===== config.mk =====
export PLATFORM = sky130hd
export DESIGN_NAME = hazard_scoreboard_flat
export DESIGN_NICKNAME = d
export VERILOG_FILES = /design/src/rtl/hazard_scoreboard_if.sv /design/src/rtl/hazard_scoreboard.sv /design/src/flat_wrapper.sv
export SDC_FILE = /design/constraint.sdc
export NUM_CORES = 1
export LEC_CHECK = 0
export BUFFER_PORTS_ARGS = -buffer_cell sky130_fd_sc_hd__buf_2
export CORE_MARGIN = 5
export CORE_UTILIZATION = 25
export CTS_CLUSTER_DIAMETER = 200
export DETAILED_ROUTE_END_ITERATION = 8
export PLACE_DENSITY = 0.51
export SLEW_MARGIN = 20
export SYNTH_ARGS = -nofsm -noshare
export SYNTH_HDL_FRONTEND = slang
export SYNTH_SLANG_ARGS = --single-unit

===== constraint.sdc =====
create_clock -name clk -period 4.58 [get_ports clk]
set_input_delay 0.229 -clock clk [delete_from_list [all_inputs] [get_ports clk]]
set_output_delay 0.229 -clock clk [all_outputs]
set_load 0.01 [all_outputs]

===== src/rtl/hazard_scoreboard_if.sv =====
// ID-stage to hazard scoreboard bundle: decoded instruction info in, issue
// control, forwarding selects and MDU write-port status out.
interface hazard_scoreboard_if;
    logic       id_valid;
    logic [4:0] id_rs;
    logic [4:0] id_rt;
    logic       id_use_rs;
    logic       id_use_rt;
    logic [4:0] id_rd;
    logic       id_reg_write;
    logic       id_is_load;
    logic       id_is_mdu;
    logic       id_flush;
    logic       stall;
    logic       issue;
    logic [1:0] fwd_a;
    logic [1:0] fwd_b;
    logic       mdu_busy;
    logic       mdu_wr;
    logic [4:0] mdu_rd;

    modport master (
        output id_valid, id_rs, id_rt, id_use_rs, id_use_rt, id_rd,
               id_reg_write, id_is_load, id_is_mdu, id_flush,
        input  stall, issue, fwd_a, fwd_b, mdu_busy, mdu_wr, mdu_rd
    );

    modport slave (
        input  id_valid, id_rs, id_rt, id_use_rs, id_use_rt, id_rd,
               id_reg_write, id_is_load, id_is_mdu, id_flush,
        output stall, issue, fwd_a, fwd_b, mdu_busy, mdu_wr, mdu_rd
    );
endinterface


===== src/rtl/hazard_scoreboard.sv =====
// Issue controller for the 5-stage MIPS core: tracks EX/MEM/WB destinations and the
// outstanding MDU result, stalls decode, selects forwarding and schedules MDU write-back.
module hazard_scoreboard #(
    parameter int MDU_LAT = 4
) (
    input  logic                 clk,
    input  logic                 reset,
    hazard_scoreboard_if.slave   bus
);
    localparam int CNT_W = (MDU_LAT < 2) ? 1 : $clog2(MDU_LAT);
    // The counter starts one short of MDU_LAT because the issue edge itself
    // is the first elapsed cycle; ready then lands exactly MDU_LAT cycles after issue.
    localparam logic [CNT_W-1:0] CNT_LOAD = CNT_W'(MDU_LAT - 1);

    logic             r_ex_valid, r_ex_reg_write, r_ex_is_load;
    logic [4:0]       r_ex_rd;
    logic             r_mem_valid, r_mem_reg_write;
    logic [4:0]       r_mem_rd;
    logic             r_wb_valid, r_wb_reg_write;
    logic [4:0]       r_wb_rd;
    logic             r_mdu_pending;
    logic [4:0]       r_mdu_rd;
    logic [CNT_W-1:0] r_mdu_cnt;
    logic [1:0]       r_fwd_a, r_fwd_b;

    logic [4:0]       w_src [2];
    logic [1:0]       w_use;
    logic [1:0]       w_ex_match, w_mem_match, w_mdu_match;
    logic [1:0][1:0]  w_fwd_next;
    logic             w_ex_wr, w_mem_wr, w_wb_wr;
    logic             w_s1, w_s2, w_s3, w_s4;
    logic             w_mdu_ready, w_mdu_wr, w_stall, w_issue;

    assign w_src[0] = bus.id_rs;
    assign w_src[1] = bus.id_rt;
    assign w_use    = {bus.id_use_rt, bus.id_use_rs};

    // A slot is a forwarding/write source only if it really writes a nonzero register.
    assign w_ex_wr  = r_ex_valid  & r_ex_reg_write  & (r_ex_rd  != 5'd0);
    assign w_mem_wr = r_mem_valid & r_mem_reg_write & (r_mem_rd != 5'd0);
    assign w_wb_wr  = r_wb_valid  & r_wb_reg_write  & (r_wb_rd  != 5'd0);

    generate
        for (genvar gi = 0; gi < 2; gi++) begin : g_src
            assign w_ex_match[gi]  = w_use[gi] & (w_src[gi] == r_ex_rd);
            assign w_mem_match[gi] = w_use[gi] & (w_src[gi] == r_mem_rd);
            assign w_mdu_match[gi] = w_use[gi] & (w_src[gi] == r_mdu_rd);
            assign w_fwd_next[gi]  = (w_ex_wr  & w_ex_match[gi])  ? 2'b01 :
                                     (w_mem_wr & w_mem_match[gi]) ? 2'b10 : 2'b00;
        end
    endgenerate

    assign w_s1 = r_ex_valid & r_ex_is_load & r_ex_reg_write & (r_ex_rd != 5'd0)
                & (|w_ex_match);
    assign w_s2 = r_mdu_pending & (r_mdu_rd != 5'd0)
                & ((|w_mdu_match) | (bus.id_reg_write & (bus.id_rd == r_mdu_rd)));
    assign w_s3 = bus.id_is_mdu & r_mdu_pending;

    // Pipeline WB owns the write port; a ready MDU result waits and freezes issue.
    assign w_mdu_ready = r_mdu_pending & (r_mdu_cnt == '0);
    assign w_mdu_wr    = ~reset & w_mdu_ready & ~w_wb_wr;
    assign w_s4        = w_mdu_ready & ~w_mdu_wr;

    assign w_stall = ~reset & ~bus.id_flush
                   & ((bus.id_valid & (w_s1 | w_s2 | w_s3)) | w_s4);
    assign w_issue = ~reset & bus.id_valid & ~bus.id_flush & ~w_stall;

    always_ff @(posedge clk) begin
        if (reset) begin
            r_ex_valid    <= 1'b0;
            r_mem_valid   <= 1'b0;
            r_wb_valid    <= 1'b0;
            r_mdu_pending <= 1'b0;
            r_mdu_rd      <= 5'd0;
            r_mdu_cnt     <= '0;
            r_fwd_a       <= 2'b00;
            r_fwd_b       <= 2'b00;
        end else begin
            r_wb_valid      <= r_mem_valid;
            r_wb_reg_write  <= r_mem_reg_write;
            r_wb_rd         <= r_mem_rd;
            r_mem_valid     <= r_ex_valid;
            r_mem_reg_write <= r_ex_reg_write;
            r_mem_rd        <= r_ex_rd;
            r_ex_valid      <= w_issue;
            if (w_issue) begin
                r_ex_rd        <= bus.id_rd;
                r_ex_reg_write <= bus.id_reg_write & ~bus.id_is_mdu;
                r_ex_is_load   <= bus.id_is_load;
                r_fwd_a        <= w_fwd_next[0];
                r_fwd_b        <= w_fwd_next[1];
            end else begin
                r_fwd_a        <= 2'b00;
                r_fwd_b        <= 2'b00;
            end

            if (w_issue & bus.id_is_mdu) begin
                r_mdu_pending <= 1'b1;
                r_mdu_rd      <= bus.id_rd;
                r_mdu_cnt     <= CNT_LOAD;
            end else begin
                if (w_mdu_wr)
                    r_mdu_pending <= 1'b0;
                if (r_mdu_cnt != '0)
                    r_mdu_cnt <= r_mdu_cnt - CNT_W'(1);
            end
        end
    end

    assign bus.stall    = w_stall;
    assign bus.issue    = w_issue;
    assign bus.fwd_a    = r_fwd_a;
    assign bus.fwd_b    = r_fwd_b;
    assign bus.mdu_busy = r_mdu_pending & ~reset;
    assign bus.mdu_wr   = w_mdu_wr;
    assign bus.mdu_rd   = r_mdu_rd;
endmodule


===== src/flat_wrapper.sv =====
// flat-port wrapper written by rule: the top's interface ports become plain ports
module hazard_scoreboard_flat 
#(
    parameter int MDU_LAT = 4
)
  (clk, reset, bus_id_valid, bus_id_rs, bus_id_rt, bus_id_use_rs, bus_id_use_rt, bus_id_rd, bus_id_reg_write, bus_id_is_load, bus_id_is_mdu, bus_id_flush, bus_stall, bus_issue, bus_fwd_a, bus_fwd_b, bus_mdu_busy, bus_mdu_wr, bus_mdu_rd);
  hazard_scoreboard_if bus_i ();
  input  logic clk;
  input  logic reset;
  input wire logic [$bits(bus_i.id_valid)-1:0] bus_id_valid;
  input wire logic [$bits(bus_i.id_rs)-1:0] bus_id_rs;
  input wire logic [$bits(bus_i.id_rt)-1:0] bus_id_rt;
  input wire logic [$bits(bus_i.id_use_rs)-1:0] bus_id_use_rs;
  input wire logic [$bits(bus_i.id_use_rt)-1:0] bus_id_use_rt;
  input wire logic [$bits(bus_i.id_rd)-1:0] bus_id_rd;
  input wire logic [$bits(bus_i.id_reg_write)-1:0] bus_id_reg_write;
  input wire logic [$bits(bus_i.id_is_load)-1:0] bus_id_is_load;
  input wire logic [$bits(bus_i.id_is_mdu)-1:0] bus_id_is_mdu;
  input wire logic [$bits(bus_i.id_flush)-1:0] bus_id_flush;
  output wire logic [$bits(bus_i.stall)-1:0] bus_stall;
  output wire logic [$bits(bus_i.issue)-1:0] bus_issue;
  output wire logic [$bits(bus_i.fwd_a)-1:0] bus_fwd_a;
  output wire logic [$bits(bus_i.fwd_b)-1:0] bus_fwd_b;
  output wire logic [$bits(bus_i.mdu_busy)-1:0] bus_mdu_busy;
  output wire logic [$bits(bus_i.mdu_wr)-1:0] bus_mdu_wr;
  output wire logic [$bits(bus_i.mdu_rd)-1:0] bus_mdu_rd;
  assign bus_i.id_valid = bus_id_valid;
  assign bus_i.id_rs = bus_id_rs;
  assign bus_i.id_rt = bus_id_rt;
  assign bus_i.id_use_rs = bus_id_use_rs;
  assign bus_i.id_use_rt = bus_id_use_rt;
  assign bus_i.id_rd = bus_id_rd;
  assign bus_i.id_reg_write = bus_id_reg_write;
  assign bus_i.id_is_load = bus_id_is_load;
  assign bus_i.id_is_mdu = bus_id_is_mdu;
  assign bus_i.id_flush = bus_id_flush;
  assign bus_stall = bus_i.stall;
  assign bus_issue = bus_i.issue;
  assign bus_fwd_a = bus_i.fwd_a;
  assign bus_fwd_b = bus_i.fwd_b;
  assign bus_mdu_busy = bus_i.mdu_busy;
  assign bus_mdu_wr = bus_i.mdu_wr;
  assign bus_mdu_rd = bus_i.mdu_rd;
  hazard_scoreboard #(.MDU_LAT(MDU_LAT)) u_core (.clk(clk), .reset(reset), .bus(bus_i));
endmodule

# Yosys cells after proc, flatten, opt, wreduce, memory -nomap -nowiden
# Index checks and enable logic that the tools add are counted.
word_totals:
  output_inout_bits: 13
  elab_cells: 95
  in_bits: 24
  register_bits: 34
op_classes:
  muxes: 8
  bitwise_logic: 48
  n_reduce_logical: 14
  eq_ne: 7
  addsub: 1
op_table:
  columns: ["operator", "count"]
  rows:
  - ["$and 1x1->1", 37]
  - ["$eq 5x5->1", 7]
  - ["$reduce_bool 5->1", 4]
  - ["$mux 2", 4]
  - ["$not 1->1", 7]
  - ["$reduce_bool 2->1", 3]
  - ["$reduce_or 2->1", 3]
  - ["$reduce_or 3->1", 2]
  - ["$mux 1", 4]
  - ["$or 1x1->1", 4]
  - ["$logic_not 2->1", 1]
  - ["$reduce_and 2->1", 1]
  - ["$sub 2x1->2 const B", 1]

# Depth between registers and ports, before layout
# Gate-level depths: netlist (run 1).
logic_depth:
  depth_word: 14
  mapped_depth: 7
  depth_no_buf: 6

# Least setup slack after synthesis (run 1)
# Ideal clock, no wire load.
synth_path:
  kind: "register to register"
  start: "reg u_core.r_ex_rd[0]"
  end: "reg u_core.r_ex_is_load (enable)"
  t_required_ns: 4.261
  path_buffers: 1
  t_arrival_ns: 2.079
  path_slack_ns: 2.182
  period_less_slack_ns: 2.398
  path_stages_with_launch: 7
  setup_ns: 0.319
  path_cell_list: "edfxtp_1 or3_1 o311a_1 o211a_1 or4_1 clkbuf_1 inv_1"
synth_between:
  elab_chain_cells: 12
  word_cells_on_any_way: 16
  classes_between: "2 x eq/ne; 11 x bitwise; 3 x reduce/logical"
synth_rtl:
  columns: ["element", "line_no", "text"]
  rows:
  - ["start, declared", "hazard_scoreboard.sv:16", "logic [4:0] r_ex_rd;"]
  - ["start signal, assigned", "hazard_scoreboard.sv:87", "r_ex_rd <= bus.id_rd;"]
  - ["$eq 5x5->1", "hazard_scoreboard.sv:45", "assign w_ex_match[gi] = w_use[gi] & (w_src[gi] == r_ex_rd);"]
  - ["$and 1x1->1", "hazard_scoreboard.sv:45", null]
  - ["$reduce_or 2->1", "hazard_scoreboard.sv:54", "& (|w_ex_match);"]
  - ["$and 1x1->1 (*)", "hazard_scoreboard.sv:54", null]
  - ["$or 1x1->1 (*) (2 in series)", "hazard_scoreboard.sv:65", "& ((bus.id_valid & (w_s1 | w_s2 | w_s3)) | w_s4);"]
  - ["$and 1x1->1 (*)", "hazard_scoreboard.sv:65", null]
  - ["$or 1x1->1 (*)", "hazard_scoreboard.sv:65", null]
  - ["$and 1x1->1 (*)", "hazard_scoreboard.sv:65", null]
  - ["$not 1->1 (*)", "hazard_scoreboard.sv:66", "assign w_issue = ~reset & bus.id_valid & ~bus.id_flush & ~w_stall;"]
  - ["$and 1x1->1 (*)", "hazard_scoreboard.sv:66", null]
  - ["$reduce_and 2->1 (no line) (*)", null, null]
  - ["end signal, assigned", "hazard_scoreboard.sv:89", "r_ex_is_load <= bus.id_is_load;"]
  - ["end, declared", "hazard_scoreboard.sv:15", "logic r_ex_valid, r_ex_reg_write, r_ex_is_load;"]
# Mark *: on every way between the ends. The rest lies on a longest branch, timed or not.
# A chain may end at the register's enable or synchronous reset.

# Worst setup path in the final report (run 1)
layout_path:
  start: "reg u_core.r_ex_rd[0]"
  end: "out bus_issue"
layout_between:
  elab_chain_cells: 11
  word_cells_on_any_way: 15
  classes_between: "2 x eq/ne; 11 x bitwise; 2 x reduce/logical"
layout_rtl:
  columns: ["element", "line_no", "text"]
  rows:
  - ["$eq 5x5->1", "hazard_scoreboard.sv:45", null]
  - ["$and 1x1->1", "hazard_scoreboard.sv:45", null]
  - ["$reduce_or 2->1", "hazard_scoreboard.sv:54", null]
  - ["$and 1x1->1 (*)", "hazard_scoreboard.sv:54", null]
  - ["$or 1x1->1 (*) (2 in series)", "hazard_scoreboard.sv:65", null]
  - ["$and 1x1->1 (*)", "hazard_scoreboard.sv:65", null]
  - ["$or 1x1->1 (*)", "hazard_scoreboard.sv:65", null]
  - ["$and 1x1->1 (*)", "hazard_scoreboard.sv:65", null]
  - ["$not 1->1 (*)", "hazard_scoreboard.sv:66", null]
  - ["$and 1x1->1 (*)", "hazard_scoreboard.sv:66", null]
  - ["end, declared", "flat_wrapper.sv:21", "output wire logic [$bits(bus_i.issue)-1:0] bus_issue;"]
# Marks and branches as above.

==> summary.md, run 1 <==
| Metric | Value |
|---|---|
| Largest net degree at the start of global routing | 14 |
| Crit path capture type | output pin |
| Place WS | roughly 2.0 ns |
| Critical Path, Cell by Cell | or3_1, o311a_1, o211a_1, or4_1, inv_1, buf_2 |
| Core Util, Final | a little under a third |
| CP required | 4.35 ns |
| Max clock buf depth | 2 |
| Post-synth top cells | xor2_1, edfxtp_1, dfxtp_1 |
| Final Wtd Congestion | between 0.7 and 0.8 |
| Least-Margin Pin Slew | approximately 0.52 ns |
| Syn_nets | roughly 170 |
| Pwr/cell area | 362 nW/um^2 |
| # diodes | 0 |
| Grt met2 use | between 10% and 20% |
| Sum Neg Setup Slack | 0 ns |
| Final setup fails | 0 |
| Clk sink count | 34 |
| Sw frac | 24.8% |
| Vias in the first global route | approximately 1200 |
| Number of library cell types mapped by synthesis | 29 |
| Final Hold Fails | 0 |
| # DRC | 0 |
| GR Util met1 | 12.5% |
| Die area | 8330 sq um |
| Fin area | 2020 sq um |
| Slew Limit Fails | 0 |
| Multi-input logic area | between 700 and 800 sq um |
| Placed cells | 251 |
| Main flop type after synthesis | edfxtp_1 |
| Post-DP HPWL | 3200 microns |
| Top post-synthesis cells by area | edfxtp_1, dfxtp_1, xor2_1, mux2_4, xnor2_1 |
| Final worst slack | between 1.5 and 2 ns |
| Num ports | 37 |
| Crit share post-route | between 50% and 60% |
| Synth Warn # | 0 |
| Syn Std Cell Area | about 1700 sq um |
| Fillers | 669 |
| CP peak stage delay | between 0.6 and 0.7 ns |
| Clock period minus final worst setup slack | ~2.7 ns |
| Total of max-cap violations | 0 |
| Nets | 206 |
| Fin Clk Skew | between 0.007 and 0.008 ns |
| Sequential share of the synthesized area | 52.7% |
| Seq cells post-synth | 34 |
| Clk pwr share | between 30% and 40% |
| M3 GR Usage | 3.06% |
| Root Buffer | clkbuf_8 |
| Synthesis-to-finish area growth | 22.4% |
| Post-synth top area cell | edfxtp_1 |
| Vias per cell | approximately 4.4 |
| Final ANT Viol Nets | 0 |
| PortBufs | 36 |
| Top Usage Layer GRT | met2 |
| Top-count cell post-synth | xor2_1 |
| FF/Latch Area | just under 900 sq um |
| CTS Hold Bufs | 0 |
| Relative slew margins | 65.1% |
| Yosys top cell area share | between 30% and 40% |
| Hold Worst Slack | around 0.13 ns |
| Worst Path Arrival | 2.49 ns |
| Post-CTS Resized | 0 |
| CP top delay family | simple AND/OR/NAND/NOR gates |
| Dpl cell area | ~1900 sq um |
| Max FO, Critical Path | 7 |
| First-pass GRT wire length | around 6300 microns |
| CTS tree | done |
| Total power | around 0.73 mW |
| Critical path's slowest cell | or4_1 |
| Post-route insts no fill | approximately 260 |
| DRT Pass-1 Iters | 4 |
| Cell count after synthesis | 141 |
| Sequential Power Share | 48.7% |
| Initial Util | 25.9% |
| 1st-iter DRT viols | between 40 and 50 |
| Buf+Inv Stages, Crit Path | 2 |
| HP Class | input pin to flop |
| VDD IR max | between 150 and 200 uV |
| Total routed wirelength | 4010 microns |
| Clock Latency Late Sink | around 0.28 ns |
| DIE WIDTH | 91.3 microns |
| Initial antenna violation count | 0 |
| Setup Fix Bufs, Post-CTS | 0 |
| Logic pwr share | ~14% |
| WL per Instance | 15.5 microns |
| H-tree depth | 2 |
| RSZ-0062 raised after global routing | false |
| Critical setup path kind | flop to output pin |
| # rows | 29 |
| Gr usage total | about a tenth |
| Ys async rst share | 0% |
| GRT overflow | 0 |
| Core area | roughly 6400 sq um |
| Syn avg cell area | around 12 sq um |
| Static leakage | around 0.88 nW |
| Clock-pin slew of the registers on the worst-case setup and hold paths | roughly 0.070 ns |
| Internal power | around 0.55 mW |
| CP Launch Type | flop |
| Vias | between 1000 and 1500 |
| Height of the die | roughly 90 microns |
| Max frequency | approximately 370 MHz |
| Psw | roughly 0.18 mW |
| CTS Buf Count | 5 |
| Share of post-route cells with drive strength above 1 | about 27% |
| Number of flops mapped to enable cells by yosys | 19 |
| Status | complete, no violations |
==> path summary, 6_finish.rpt <==
kind / slack [ns] / endpoint / startpoint / cells past startpoint
setup / recovery: 1.86 / bus_issue / u_core.r_ex_rd[0] / 6
setup reg to reg: 2.00 / u_core.r_ex_rd[2] / u_core.r_ex_rd[0] / 5
hold reg to reg: 0.46 / u_core.r_wb_reg_write / u_core.r_mem_reg_write / 0
hold / removal: 0.13 / u_core.r_ex_is_load / bus_id_is_load / 1
==> power groups by stage <==
| stage | Combinational, mW | Sequential [mW] | Clock, mW |
|---|---|---|---|
| after global placement | 0.0996 | 0.363 | 0 |
| after CTS | 0.102 | 0.356 | 0.283 |
| after global routing | 0.117 | 0.359 | 0.297 |
| after detailed placement | 0.101 | 0.363 | 0 |
| after floorplan | 0.0675 | 0.360 | 0 |
| final | 0.100 | 0.356 | 0.276 |
==> logic make-up after synthesis <==
family | Yosys count | synth area share (%)
and+or+nand+nor | 42 | 14.6
xor gates and xnor gates | 36 | 19.1
DFF | 34 | 52.7
AOI/OAI and AO/OA | 13 | 5.53
buffers and inverters | 10 | 2.73
muxes | 5 | 4.55
adders and majority gates | 1 | 0.757
==> layout by cell type (no fill, tap or decap), drive strengths merged, types with 7 or more instances in the layout <==
| cell type | instances |
|---|---|
| edfxtp | 19 |
| buf | 36 |
| dfxtp | 15 |
| nor4 | 7 |
| xor2 | 29 |
| nor2b | 8 |
| inv | 8 |
| xnor2 | 7 |
==> sequential cells by signal (all words and copies together) (netlist names), 2 cells and up <==
register,count
u_core.bus.mdu_rd,5
u_core.r_ex_rd,5
u_core.r_mem_rd,5
u_core.r_wb_rd,5
u_core.bus.fwd_a,2
u_core.bus.fwd_b,2
u_core.r_mdu_cnt,2
==> per-layer routing <==
| layer | vias to the layer above | wire length [microns] |
|---|---|---|
| met5 | - | 0 |
| met4 | 0 | 55 |
| met3 | 6 | 207 |
| met2 | 29 | 1890 |
| met1 | 535 | 1850 |
| li1 | 578 | - |
==> layout make-up <==
type                            count  share of cell area (%)
Timing Repair Buffer               36                    8.91
Tap cell                           77                    4.76
Sequential cell                    34                    43.1
Inverter                            7                    1.30
Clock inverter                      3                    2.17
Multi-Input combinational cell     97                    36.4
Clock buffer                        5                    3.40
No activity file was read; power rests on OpenSTA's default activity.
==> run 2: changes to the inputs <==
ABC_AREA = 1   (was not set)
clock period = 2.8 ns   (was 4.58 ns; I/O delays follow)
==> summary.md, run 2 <==
| Metric | Value |
|---|---|
| Synth Warn # | 0 |
| Status | complete, no violations |
| RSZ-0062 raised after global routing | false |
| Final Wtd Congestion | slightly above 0.8 |
| Num ports | 37 |
| Adder-Cell Fraction of Synth Area | less than 1% |
| # diodes | 0 |
| VDD IR max | 253 uV |
| Vias | between 1500 and 2000 |
| Largest net degree at the start of global routing | 20 |
| Pwr/cell area | approximately 520 nW/um^2 |
| Share of post-route cells with drive strength above 1 | 21.0% |
| Highest routed layer | met4 |
| Total routed wirelength | 4830 microns |
| Post-DP HPWL | roughly 4000 microns |
| HP Class | input pin to flop |
| Initial antenna violation count | 0 |
| Critical setup path kind | flop to output pin |
| Die area | approximately 9000 sq um |
| Clock-pin slew of the registers on the worst-case setup and hold paths | around 0.07 ns |
| Root Buffer | clkbuf_8 |
| Post-synth top cells | nand2_1, nor2_1, inv_1 |
| GRT overflow | 0 |
| Vias in the first global route | 1579 |
| Post-synthesis mux area share | 0% |
| Number of flops mapped to enable cells by yosys | 19 |
| Initial Util | 25.3% |
| Slew Limit Fails | 0 |
| Clock period minus final worst setup slack | roughly 2.1 ns |
| FF/Latch Area | around 870 sq um |
| Multi-input logic area | 781 sq um |
| Ys async rst share | 0% |
| Crit path capture type | output pin |
| Sequential share of the synthesized area | approximately half |
| Nets | between 300 and 400 |
| Height of the die | approximately 95 microns |
| Worst Path Arrival | 1.95 ns |
| Fin Clk Skew | just over 0.007 ns |
| Gr usage total | 11.5% |
| Final ANT Viol Nets | 0 |
| CTS Hold Bufs | 0 |
| Post-synthesis compound-gate area fraction | ~7.4% |
| Sum Neg Setup Slack | 0 ns |
| Top-count cell post-synth | nand2_1 |
| 1st-iter DRT viols | just over 70 |
| # DRC | 0 |
| Least-Margin Pin Slew | approximately 0.42 ns |
| Placed cells | 377 |
| CP required | between 2 and 3 ns |
| Static leakage | between 1 and 1.5 nW |
| Max frequency | 480 MHz |
| Yosys top cell area share | a little under a third |
| Fillers | between 700 and 800 |
| Post-route insts no fill | ~390 |
| Setup Fix Bufs, Post-CTS | 0 |
| CP Launch Type | flop |
| Syn avg cell area | approximately 7.5 sq um |
| Post-CTS Resized | 0 |
| Metal3 WL | approximately 250 microns |
| Clock Latency Late Sink | 0.28 ns |
| Total of max-cap violations | 0 |
| Most frequent cells in the layout | nand2_1, nor2_1, buf_2, inv_1, edfxtp_1 |
| Syn Std Cell Area | ~1800 sq um |
| Number of library cell types mapped by synthesis | 28 |
| Top post-synthesis cells by area | edfxtp_1, dfxtp_1, nand2_1, nor2_1, inv_1 |
| Relative slew margins | 72.0% |
| Crit share post-route | between 70% and 80% |
| # rows | 31 |
| WL per Instance | 12.5 microns |
| Main flop type after synthesis | edfxtp_1 |
| H-tree depth | 2 |
| Vias per cell | roughly 4.2 |
| Xor/xnor cell area share of the yosys netlist | between 2 and 2.5% |
| Syn_nets | ~270 |
| Seq cells post-synth | 34 |
| DRT Pass-1 Iters | 4 |
| DIE WIDTH | between 90 and 100 microns |
| CTS tree | done |
| Commonest non-fill, non-tap cell in the layout | nand2_1 |
| Core area | between 7000 and 8000 sq um |
| CTS Buf Count | 5 |
| Synthesis-to-finish area growth | 21.2% |
| Final Hold Fails | 0 |
| DR WL met2 | between 2000 and 2500 microns |
| First-pass GRT wire length | 7730 microns |
| PortBufs | 36 |
| Main combinational cell family by area after synthesis | simple AND/OR/NAND/NOR gates |
| Cell count after synthesis | 243 |
| Final setup fails | 0 |
| Post-synth top area cell | edfxtp_1 |
| Met1 wire length | between 2000 and 2500 microns |
| Clk sink count | 34 |
| Max FO, Critical Path | 7 |
| Area share of and/or/nand/nor cells after synthesis | around a third |
| Max clock buf depth | 2 |
[run 2: cell type report]
| cell class | instances | share of cell area, % |
|---|---|---|
| Inverter | 40 | 6.83 |
| Tap cell | 99 | 5.64 |
| Clock inverter | 1 | 0.228 |
| Clock buffer | 7 | 3.93 |
| Multi-Input combinational cell | 168 | 35.5 |
| Timing Repair Buffer | 36 | 8.20 |
| Sequential cell | 34 | 39.6 |
[run 2: cells by family (layout without fill, tap and decap cells)]
kind of cell / after synthesis / count (layout)
buffers and inverters: 41 / 84
AO/OA/AOI/OAI: 23 / 23
flip-flops: 34 / 34
adder cells (fa/ha/maj): 1 / 1
AND/OR/NAND/NOR: 139 / 139
XOR/XNOR: 5 / 5
[run 2: worst max-delay path: stages (launching register included)]
cell,delay [ns]
edfxtp_1,0.46
nor3_2,0.19
nand3_1,0.15
nand2_1,0.09
inv_1,0.05
a21oi_2,0.12
nand2_1,0.07
nand2_2,0.09
nand3_1,0.22
inv_1,0.10
buf_2,0.13
[run 2: stage by stage]
stage | worst slack [ns] | instance area (sq um) | hold slack (ns) | total power [mW] | util (%)
after CTS | 0.693 | 2200 | 0.0365 | 1.16 | 30.6
after global routing | 0.498 | 2200 | 0.0193 | 1.23 | 30.6
after floorplan | 1.07 | 1810 | 0.209 | 0.718 | -
final | 0.715 | 2200 | 0.0458 | 1.15 | 30.6
after global placement | 0.785 | 2110 | 0.340 | 0.787 | 29.3
after detailed placement | 0.766 | 2110 | 0.335 | 0.792 | 29.3
[run 2: worst paths after layout]
kind / start / to / slack [ns] / cells after the start
worst max-delay path: u_core.r_ex_rd[3] / bus_issue / 0.71 / 10
worst min-delay path: bus_id_is_load / u_core.r_ex_is_load / 0.05 / 1
worst max register to register: u_core.r_ex_rd[3] / u_core.r_ex_rd[1] / 0.76 / 9
worst min register to register: u_core.r_mem_valid / u_core.r_wb_valid / 0.42 / 2
[run 2: metal layers]
layer | track usage, % | up-vias
li1 | - | 855
met1 | 15.2 | 705
met2 | 17.9 | 46
met3 | 3.16 | 6
met4 | 3.97 | 0
met5 | 0 | -
[run 2: where the power goes]
group          switching, mW  leakage, nW  internal [mW]
registers             0.0214        0.304          0.561
logic                  0.122        0.748         0.0749
clock network          0.172       0.0482          0.198
total                  0.316         1.10          0.834
==> run 3: changes to the inputs <==
ABC_AREA = 0   (was 1)
clock period = 2.2 ns   (was 2.8 ns; I/O delays follow)
==> summary.md, run 3 (synthesis gave the netlist of run 1 again) <==
| Metric | Value |
|---|---|
| Core Util, Final | 34.3% |
| RSZ-0062 raised after global routing | true |
| CP peak stage delay | roughly 0.53 ns |
| Max frequency | about 400 MHz |
| Initial antenna violation count | 0 |
| FF/Latch Area | 871 sq um |
| Largest net degree at the start of global routing | 13 |
| Clock-pin slew of the registers on the worst-case setup and hold paths | about 0.070 ns |
| CTS Buf Count | 5 |
| Final Wtd Congestion | around 0.80 |
| Status | finished, violations left |
| DRT Pass-1 Iters | 4 |
| VDD IR max | 281 uV |
| Critical path's slowest cell | or4_4 |
| PortBufs | 36 |
| Most frequent cells in the layout | buf_2, xor2_1, edfxtp_1, dfxtp_1, buf_4 |
| R2R Setup Slk | -0.28 ns |
| Die area | 8330 sq um |
| Initial Util | about 26% |
| Commonest non-fill, non-tap cell in the layout | buf_2 |
| Gr usage total | between 10% and 20% |
| Vias in the first global route | around 1300 |
| 1st-iter DRT viols | 40 |
| Critical setup path kind | flop to flop |
| HP Class | input pin to flop |
| Crit path capture type | flop |
| Crit Reg-Reg Startpoint | u_core.r_wb_rd[1] |
| First-pass GRT wire length | about 6600 microns |
| Synthesis-to-finish area growth | 32.7% |
| Critical Path, Cell by Cell | or3_1, o311a_1, o211ai_1, nand3_1, or4_4, buf_4, inv_6 |
| Vias per cell | ~4.4 |
| Max FO, Critical Path | 7 |
| Height of the die | roughly 90 microns |
| H-tree depth | 2 |
| Total routed wirelength | slightly above 4000 microns |
| # rows | 29 |
| # diodes | 0 |
| Clock Latency Late Sink | between 0.2 and 0.3 ns |
| Hold Path Sink | u_core.r_ex_is_load |
| DIE WIDTH | 91.3 microns |
| HP Start | bus_id_is_load |
| Nets | 222 |
| Worst Path Arrival | between 2 and 2.5 ns |
| Vias | 1198 |
| Fillers | about 660 |
| Final Hold Fails | 0 |
| CP top delay family | simple AND/OR/NAND/NOR gates |
| Least-Margin Pin Slew | between 0.2 and 0.3 ns |
| Num ports | 37 |
| # DRC | 0 |
| GRT overflow | 0 |
| Relative slew margins | 80.3% |
| Final worst slack | -0.279 ns |
| Slew Limit Fails | 0 |
| Reg-to-reg endpoint | u_core.r_ex_rd[4] |
| Total of max-cap violations | 0 |
| Post-DP HPWL | roughly 3300 microns |
| Clk sink count | 34 |
| CP Launch Type | flop |
| CTS Hold Bufs | 0 |
| CTS tree | done |
| Max clock buf depth | 2 |
| Clock period minus final worst setup slack | between 2 and 2.5 ns |
| Core area | about 6400 sq um |
| Crit share post-route | 113% |
| Failing checks | setup timing |
| Buf+Inv Stages, Crit Path | 2 |
| Place WS | -0.213 ns |
| Final ANT Viol Nets | 0 |
| Fin Clk Skew | ~0.011 ns |
| Root Buffer | clkbuf_8 |
| Worst Hold Depth | 1 |
| Share of post-route cells with drive strength above 1 | ~36% |
| Final setup fails | 18 |
| Worst r2r path cells | 7 |
| CP required | between 2 and 2.5 ns |
| Pwr/cell area | between 700 and 800 nW/um^2 |
| Multi-input logic area | approximately 760 sq um |
| Static leakage | approximately 0.97 nW |
| WL per Instance | ~15 microns |
==> run 3: cell count changes in the layout (fill, tap and decap cells not counted), moves of 5 or more <==
cell / change
inv_1: -26
inv_2: -8
nand3_1: -10
o21ai_0: -5
nor2b_1: +8
nor2_1: -34
nand2_1: -67
xnor2_1: +6
buf_4: +14
mux2_4: +5
nor4_1: +5
xor2_1: +24
==> run 3: routing by layer <==
layer	global-route usage, %	vias up	wire length [microns]
met2	16.3	36	1940
met1	12.9	549	1870
li1	-	611	-
met4	2.20	0	8
met3	3.55	2	249
met5	0	-	0
==> run 3: layout make-up <==
cell class | count | area share (%)
Tap cell | 77 | 4.39
Multi-Input combinational cell | 97 | 34.8
Timing Repair Buffer | 52 | 14.3
Clock inverter | 1 | 1.37
Inverter | 7 | 1.43
Sequential cell | 34 | 39.7
Clock buffer | 7 | 3.94
==> run 3: repair_timing <==
| item | in CTS | in global routing |
|---|---|---|
| gates resized for setup | 6 | 4 |
| endpoints found under the setup margin | 18 | 22 |
| hold endpoints to repair | 0 | 0 |
| buffers inserted | 4 | 1 |
| gates cloned | 0 | 0 |
| pin swaps | 11 | 8 |
==> run 3: worst max-delay path by stage <==
stage | cells after the start | startpoint | to | slack [ns]
after global placement | 7 | u_core.r_wb_rd[1] | u_core.r_ex_rd[4] | -0.19
after global routing | 7 | u_core.r_wb_rd[1] | bus_issue | -0.39
after CTS | 8 | u_core.r_wb_rd[3] | bus_issue | -0.38
final | 7 | u_core.r_wb_rd[1] | u_core.r_ex_rd[4] | -0.28
after detailed placement | 7 | u_core.r_wb_rd[1] | u_core.r_ex_rd[1] | -0.21
after floorplan | 6 | u_core.r_ex_rd[2] | u_core.bus.mdu_rd[0] | -0.1
==> run 3: power by group <==
group          internal [mW]  switching [mW]  leakage (nW)
sequential             0.711          0.0237         0.304
combinational          0.111           0.123         0.606
clock                  0.369           0.212        0.0585
total                   1.19           0.359         0.969
==> run 3: metrics by stage <==
step	hold WS [ns]	std cells	setup TNS, ns	power [mW]	cell area, sq um
after global placement	0.301	263	-2.12	0.974	2000
after floorplan	0.209	141	-1.07	0.892	1670
final	0.0186	275	-2.86	1.55	2190
after CTS	0.0131	275	-4.33	1.57	2180
after global routing	0.00449	275	-4.65	1.63	2190
after detailed placement	0.304	263	-2.36	0.979	2000
